--- config.mk ---
export PLATFORM = sky130hd
export DESIGN_NAME = fetch_redirect_ctrl
export DESIGN_NICKNAME = d
export VERILOG_FILES = /design/src/rtl/fetch_pkg.sv /design/src/rtl/fetch_redirect_ctrl.sv
export SDC_FILE = /design/constraint.sdc
export NUM_CORES = 1
export LEC_CHECK = 0
export ABC_AREA = 1
export CAP_MARGIN = 20
export CORE_MARGIN = 2
export CORE_UTILIZATION = 48
export CTS_BUF_LIST = sky130_fd_sc_hd__clkbuf_16
export DETAILED_ROUTE_END_ITERATION = 8
export PLACE_DENSITY = 0.85
export SYNTH_ARGS = -nofsm -noshare
export SYNTH_HDL_FRONTEND = slang
export SYNTH_SLANG_ARGS = --single-unit
--- constraint.sdc ---
create_clock -name clk -period 1.9 [get_ports clk]
set_input_delay 0.475 -clock clk [delete_from_list [all_inputs] [get_ports clk]]
set_output_delay 0.475 -clock clk [all_outputs]
set_load 0.05 [all_outputs]
--- src/rtl/fetch_pkg.sv ---
// Shared constants and state encoding for the fetch/redirect controller.
// Latency: n/a (definitions only).
// Backpressure: n/a.
package fetch_pkg;

    localparam int          FETCH_XLEN     = 32;
    localparam logic [31:0] FETCH_RESET_PC = 32'h0000_0000;
    localparam logic [31:0] FETCH_NOP      = 32'h0000_0013;

    typedef enum logic [1:0] {
        S_IDLE = 2'd0,
        S_REQ  = 2'd1,
        S_WAIT = 2'd2,
        S_KILL = 2'd3
    } fetch_state_t;

endpackage

--- src/rtl/fetch_redirect_ctrl.sv ---
// PC owner and single-outstanding instruction fetch; a taken branch redirects the PC, kills the in-flight fetch and flushes IF/ID.
// Latency: 3 cycles from request issue to if_valid with zero-wait memory (REQ fire, response, capture).
// Backpressure: request address held until imem_req_ready; response refused while IF/ID is live and stalled.
module fetch_redirect_ctrl
    import fetch_pkg::*;
#(
    parameter int               XLEN     = FETCH_XLEN,
    parameter logic [XLEN-1:0]  RESET_PC = XLEN'(FETCH_RESET_PC)
) (
    input  logic            clk,
    input  logic            rst_n,
    input  logic            br_en,
    input  logic [XLEN-1:0] br_target,
    input  logic            stall,
    output logic            imem_req_valid,
    output logic [XLEN-1:0] imem_req_addr,
    input  logic            imem_req_ready,
    input  logic            imem_resp_valid,
    input  logic [XLEN-1:0] imem_resp_data,
    output logic            imem_resp_ready,
    output logic            if_valid,
    output logic [XLEN-1:0] if_pc,
    output logic [XLEN-1:0] if_instr,
    output logic            flush
);

    fetch_state_t    state_q;
    fetch_state_t    state_d;
    logic [XLEN-1:0] pc_q;
    logic [XLEN-1:0] pc_d;
    logic [XLEN-1:0] req_addr_q;
    logic            redir_pend_q;
    logic [XLEN-1:0] br_target_al;
    logic            req_fire;
    logic            resp_fire;

    // Word-align the redirect target; the low two bits are simply dropped.
    assign br_target_al  = br_target & ~XLEN'(3);
    assign req_fire      = imem_req_valid && imem_req_ready;
    assign resp_fire     = imem_resp_valid && imem_resp_ready;
    // req_addr_q only moves on entry to REQ, so it also names the outstanding fetch in WAIT.
    assign imem_req_addr = req_addr_q;

    // State register.
    always_ff @(posedge clk or negedge rst_n) begin
        if (!rst_n) begin
            state_q <= S_IDLE;
        end else begin
            state_q <= state_d;
        end
    end

    // Next-state logic: a redirect seen before or at request fire forces the response to be killed.
    always_comb begin
        state_d = state_q;
        case (state_q)
            S_IDLE: state_d = S_REQ;
            S_REQ: begin
                if (req_fire) begin
                    state_d = (redir_pend_q || br_en) ? S_KILL : S_WAIT;
                end
            end
            S_WAIT: begin
                if (resp_fire) begin
                    state_d = S_REQ;
                end else if (br_en) begin
                    state_d = S_KILL;
                end
            end
            S_KILL: begin
                if (resp_fire) begin
                    state_d = S_REQ;
                end
            end
            default: state_d = S_IDLE;
        endcase
    end

    // Handshake outputs per state; a redirect lets WAIT drain its response despite a stall.
    always_comb begin
        imem_req_valid  = 1'b0;
        imem_resp_ready = 1'b0;
        case (state_q)
            S_REQ:   imem_req_valid  = 1'b1;
            S_WAIT:  imem_resp_ready = !if_valid || !stall || br_en;
            S_KILL:  imem_resp_ready = 1'b1;
            default: ;
        endcase
    end

    // Next PC: a redirect always wins; otherwise advance past a fetch that was accepted.
    always_comb begin
        pc_d = pc_q;
        if (br_en) begin
            pc_d = br_target_al;
        end else if ((state_q == S_WAIT) && resp_fire) begin
            pc_d = req_addr_q + XLEN'(4);
        end
    end

    // PC, request address latched on REQ entry, and the pending-redirect flag.
    always_ff @(posedge clk or negedge rst_n) begin
        if (!rst_n) begin
            pc_q         <= RESET_PC;
            req_addr_q   <= RESET_PC;
            redir_pend_q <= 1'b0;
        end else begin
            pc_q <= pc_d;
            if ((state_d == S_REQ) && (state_q != S_REQ)) begin
                req_addr_q <= pc_d;
            end
            if (state_d == S_KILL) begin
                redir_pend_q <= 1'b0;
            end else if ((state_q == S_REQ) && br_en && !req_fire) begin
                redir_pend_q <= 1'b1;
            end
        end
    end

    // IF/ID register and flush pulse; redirect beats capture, capture beats stall.
    always_ff @(posedge clk or negedge rst_n) begin
        if (!rst_n) begin
            if_valid <= 1'b0;
            if_pc    <= '0;
            if_instr <= XLEN'(FETCH_NOP);
            flush    <= 1'b0;
        end else begin
            flush <= br_en;
            if (br_en) begin
                if_valid <= 1'b0;
            end else if ((state_q == S_WAIT) && resp_fire) begin
                if_valid <= 1'b1;
                if_pc    <= req_addr_q;
                if_instr <= imem_resp_data;
            end else if (!stall) begin
                if_valid <= 1'b0;
            end
        end
    end

endmodule

---- Yosys cells after proc, flatten, opt, wreduce, memory -nomap -nowiden ----
Index checks and enable logic that the tools add are counted.
storage, ports and cells
  bits of input ports ..................... 70
  logic and storage cells ................. 47
  flip-flop bits (word level) ............. 133
  output and inout bits ................... 100
operators by class
  multiplexer cells ....................... 15
  reduce and logical (&&, ||, !) cells .... 15
  eq/ne operators ......................... 7
  bitwise gates (word level) .............. 1
  $add $sub $neg .......................... 1
operators by type and width
  operator                                                number
  2-to-1 mux 32 bit                                       2
  adder 32 x 3 -> 32 bit (second input constant)          1
  2-to-1 mux 2 bit                                        4
  case mux 2 bit (4 select lines)                         1
  2-to-1 mux 1 bit                                        7
  == test 2 bit (second input constant)                   3
  logical AND 1 bit                                       6
  == test 2 x 1 -> 1 bit (second input constant)          2
  logical NOT 1 bit                                       3
  logical OR 1 bit                                        3
  inequality test 3 x 2 -> 1 bit (second input constant)  1
  logical NOT 2 bit                                       1
  inequality test 2 x 1 -> 1 bit (second input constant)  1
  case mux 1 bit (2 select lines)                         1
  AND reduction 2 bit                                     1
  nonzero test 2 bit                                      1
  NOT 1 bit                                               1

---- Longest topological paths before layout ----
  depth after elaboration ................. 9
  gate-level depth with buffers ........... 13
  mapped depth without buffers ............ 12

---- Least setup slack after synthesis ----
No wires, ideal clock.
  kind .................................... register -> register
  start point ............................. register state_q[1]
  end point ............................... register req_addr_q[10] (netlist: imem_req_addr[10])
  buffers on the path ..................... 2
  period minus slack after synthesis ...... 2.114 ns
  data arrival time ....................... 1.996 ns
  required time ........................... 1.782 ns
  setup slack ............................. -0.214 ns
  cell stages (with the launch flop) ...... 9
  setup time .............................. 0.118 ns
  path through ............................ dfrtp_1 -> nor2_1 -> nand2_1 -> nand2_2 -> nor2_2 -> buf_6 -> buf_6 -> nand2_1 -> nand2_1
on the way
  word-level cells in the longest chain between the ends .. 7
  elaborated cells on any way between the ends .. 19
  those cells by class .................... eq/ne: 5; mux: 9; reduce/logical: 5
ends and longest elaborated chain
  element                          line                        source
  start: declaration               fetch_redirect_ctrl.sv:27   fetch_state_t state_q;
  start signal: assignment         fetch_redirect_ctrl.sv:49   state_q <= state_d;
  == test 2 x 1 -> 1 bit           fetch_redirect_ctrl.sv:83   case (state_q)
  2-to-1 mux 1 bit                 fetch_redirect_ctrl.sv:83
  via imem_req_valid               fetch_redirect_ctrl.sv:15   output logic imem_req_valid,
  logical AND 1 bit                fetch_redirect_ctrl.sv:39   assign req_fire = imem_req_valid && imem_req_ready;
  2-to-1 mux 2 bit                 fetch_redirect_ctrl.sv:59   if (req_fire) begin
  case mux 2 bit (4 select lines)  fetch_redirect_ctrl.sv:56   case (state_q)
  via state_d[1]                   fetch_redirect_ctrl.sv:28   fetch_state_t state_d;
  == test 2 x 1 -> 1 bit           fetch_redirect_ctrl.sv:109  if ((state_d == S_REQ) && (state_q != S_REQ)) begin
  logical AND 1 bit                fetch_redirect_ctrl.sv:109
  end signal: assignment           fetch_redirect_ctrl.sv:110  req_addr_q <= pc_d;
  end: declaration                 fetch_redirect_ctrl.sv:31   logic [XLEN-1:0] req_addr_q;
The timed path passes the listed nets, and every way through them passes these cells.
A chain may end at the register's enable or synchronous reset.

---- Worst setup path after layout ----
  start point ............................. register if_valid
  end point ............................... output imem_resp_ready
on the way
  word-level cells in the longest chain between the ends .. 4
ends and longest elaborated chain
  element                          line                        source
  start: declaration               fetch_redirect_ctrl.sv:21   output logic if_valid,
  start signal: assignment         fetch_redirect_ctrl.sv:123  if_valid <= 1'b0;
  start signal: assignment         fetch_redirect_ctrl.sv:130  if_valid <= 1'b0;
  start signal: assignment         fetch_redirect_ctrl.sv:132  if_valid <= 1'b1;
  logical NOT 1 bit                fetch_redirect_ctrl.sv:85   S_WAIT: imem_resp_ready = !if_valid || !stall || br_en;
  logical OR 1 bit (2 in a row)    fetch_redirect_ctrl.sv:85
  case mux 1 bit (2 select lines)  fetch_redirect_ctrl.sv:83
  end: declaration                 fetch_redirect_ctrl.sv:20   output logic imem_resp_ready,
No other way between the ends.

==> reports/metrics.yaml <==
outcome:
  result_of_the_run: "finished, final reports clean"
critical_path:
  critical_path.endpoint_type: "output pin"
  largest_fanout_on_the_critical_path: 3
  worstReg2RegStart: "imem_req_addr[2]"
  critical_path_cell_count: 5
  timing.critical_path.to: "imem_resp_ready"
  timing.critical_path.from_type: "flip-flop"
  cp.buffers_inverters: 2
  kind_of_cell_with_the_highest_combined_delay_on_the_critical_path: "flip-flops"
  worstPathRequired_ns: 1.42
  cp_cell_sequence: "nand3_4 -> nor2_4 -> nor2_4 -> buf_12 -> buf_12"
  reg2reg_depth: 11
  setup.worst_path.start: "if_valid"
  timing.critical_path.arrival_ns: 1.37
  rr_endpoint: "imem_req_addr[12]"
  critical_path.slowest_cell: "dfrtp_2"
  worstSetupPathType: "flip-flop to output pin"
  r2r_setup_slack_ns: 0.10
  cp_slowest_stage_delay_ns: 0.43
floorplanning:
  die_width_um: 117.4
  fp.coreArea_um2: 12570
  initial_utilization_pct: 49.09
  fp.dieArea_um2: 13780
  io_pins: 170
  standard_cell_row_count: 41
  die_height_um: 117.4
yosys:
  synth-seq-area-share_pct: 54.01
  postSynthCellCount: 795
  postSynthAreaPerCell_um2: 7.761
  synth_mux_area_share_pct: 0.4867
  synth_cell_types: 31
  yosys.area_share.adder_pct: 0.2028
  synthesis.nets: 866
  total_of_warnings_raised_by_yosys: 0
  post_synth_and_or_nand_nor_area_fraction_pct: 32.49
  largest_family_of_logic_cells_by_synthesized_area: "simple AND/OR/NAND/NOR gates"
  synth_compound_area_share_pct: 6.246
  yosys.area_share.xor_xnor_pct: 0.9937
  number_of_synthesized_register_bits: 133
  synthesis.area_um2: 6170
cells_and_area:
  num-nets-final: 1071
  layout_common_cells: "nand2_1, buf_4, dfrtp_1"
  layout-area-overhead-vs-synth_pct: 45.24
  post_route_cells_drive_above_1_share_pct: 20.63
  fill_cells: 975
  finish.instance_area_um2: 8961
  post-route-util_pct: 71.30
  antenna_cells_inserted: 0
  layout.cells.non_filler: 1185
  leading_cell_type_in_the_layout_fill_and_taps_excluded: "nand2_1"
global_routing:
  grt_overflow: 0
  first_global_vias: 5784
  grt_use_total_pct: 27.39
  antenna_found_initial: 0
  grt_max_degree: 40
  global_route_wire_length_before_repair_mm: 29.53
clocking:
  cts_tree: "built"
  cts-root-buf: "clkbuf_16"
  number_of_buffers_on_the_longest_clock_path: 2
  clock_insertion_delay_at_the_later_pin_of_the_skew_report_ns: 0.42
  postCtsSetupBuffers: 0
  cts_made_buffers: 17
  clk_transition_reported_paths_ns: 0.06
  tritoncts_num_sinks: 133
  htreeDepth: 4
place:
  placedCellCount: 1152
  placedInstanceArea_um2: 8259
  preCtsSetupSlack_ns: -0.2739
  port-buffer-count: 167
  dp.final_hpwl_mm: 13.33
  gpl.final_weighted_congestion: 0.9197
min_path:
  min_from: "if_instr[0]"
  hp-class: "flip-flop to flip-flop"
sta:
  finalHoldViolations: 0
  final.period_utilization_pct: 96.87
  fin_worst_skew_ns: 0.007399
  finalSetupViolCount: 0
  slew_of_the_pin_with_the_lowest_slew_margin_ns: 0.4065
  fmax_ghz: 0.5433
  shortest_period_the_worst_path_allows_ns: 1.841
  fin_tns_setup_ns: 0
  layout_setup_ws_ns: 0.05946
  maxSlewViolCount: 0
  slew_headroom_pct: 72.90
detailed_routing:
  ant_nets: 0
  detail_route.wirelength_mm: 18.33
  avgRoutedWirePerCell_um: 15.47
  post_drt_via_cell_ratio: 5.095
  vias: 6038
  post-route-drc-count: 0
  dr.pass1.iters: 5
  detail_route.iter0.violations: 564
pwr:
  leakage_power_nw: 4.514
  power.ir.vdd_worst_v: 0.001014
  power_per_cell_area_nw_per_um2: 1852
flow_run:
  maxCapViolations: 0
## state kept, by name (all words and copies together) (netlist names)
name / cells
flush: 1
pc_q: 32
if_valid: 1
if_pc: 32
imem_req_addr: 32
if_instr: 32
state_q: 2
redir_pend_q: 1
## layout make-up
cell class	instances	area (µm²)	share of cell area (%)
clock buffers	17	425.4	4.747
clock inverters	15	235.2	2.625
inverters	41	153.9	1.717
multi-input cells	588	2545	28.40
flip-flops and latches	133	3336	37.22
well taps	172	215.2	2.402
repair buffers	219	2051	22.88
## synthesized netlist by cell type (all sizes together)
cell,n,share of area (%)
xor2,6,0.85
o21ai,47,3.9
xnor2,1,0.14
dfstp,3,1.3
o21bai,1,0.12
nand3,46,3.8
buf,19,2.2
clkbuf,14,0.85
o21a,11,1.3
a21oi,8,0.65
nand2,396,24
or2,4,0.41
ha,1,0.20
a31oi,2,0.20
mux2i,3,0.49
dfrtp,130,53
nand4,2,0.30
inv,41,2.5
nor2,59,3.7
nand3b,1,0.12
## worst min-delay path: cells and delay by family, from the launching register on
| kind | cells | cell delay (ns) |
|---|---|---|
| flip-flops | 1 | 0.36 |
| AND/OR/NAND/NOR | 2 | 0.09 |
## how the worst min path moves through the flow
| stage | cells after the start | to |
|---|---|---|
| finish | 2 | if_instr[0] |
| global route | 2 | if_instr[29] |
| CTS | 2 | if_instr[0] |
| detailed placement | 1 | if_pc[16] |
| global placement | 1 | if_pc[19] |
| floorplan | 0 | flush |
## what timing repair did
item / in CTS / in global routing
hold endpoints to repair: 32 / 0
pin swaps: 1 / 0
resized for setup: 5 / 6
endpoints found under the setup margin: 1 / 12
hold buffers: 1 / 0
## through the flow
stage | total power, mW | hold slack (ns)
floorplan | 9.705 | 0.1794
global placement | 12.67 | 0.4102
detailed placement | 12.86 | 0.4128
CTS | 16.60 | 0.4680
global route | 17.35 | 0.4935
finish | 16.59 | 0.4608
## cells by family after synthesis
logic type | count (synthesis)
muxes | 3
xor gates and xnor gates | 7
adders and majority gates | 1
AOI/OAI and AO/OA | 69
and+or+nand+nor | 508
DFF | 133
buffers and inverters | 74
## report_power, final
part           leakage, nW  switching [mW]  internal [mW]
combinational         2.51            5.53           2.64
clock                0.323            1.22           2.45
sequential            1.68           0.890           3.86
## metal layers
metal / part of all wire (%) / vias to the layer above / track usage, %
met2: 48 / 261 / 45.32
met3: 6.8 / 52 / 5.934
met1: 42 / 2832 / 35.47
met5: 0 / - / 0
li1: - / 2893 / -
met4: 2.9 / 0 / 10.39
No activity file was read; power rests on OpenSTA's default activity.
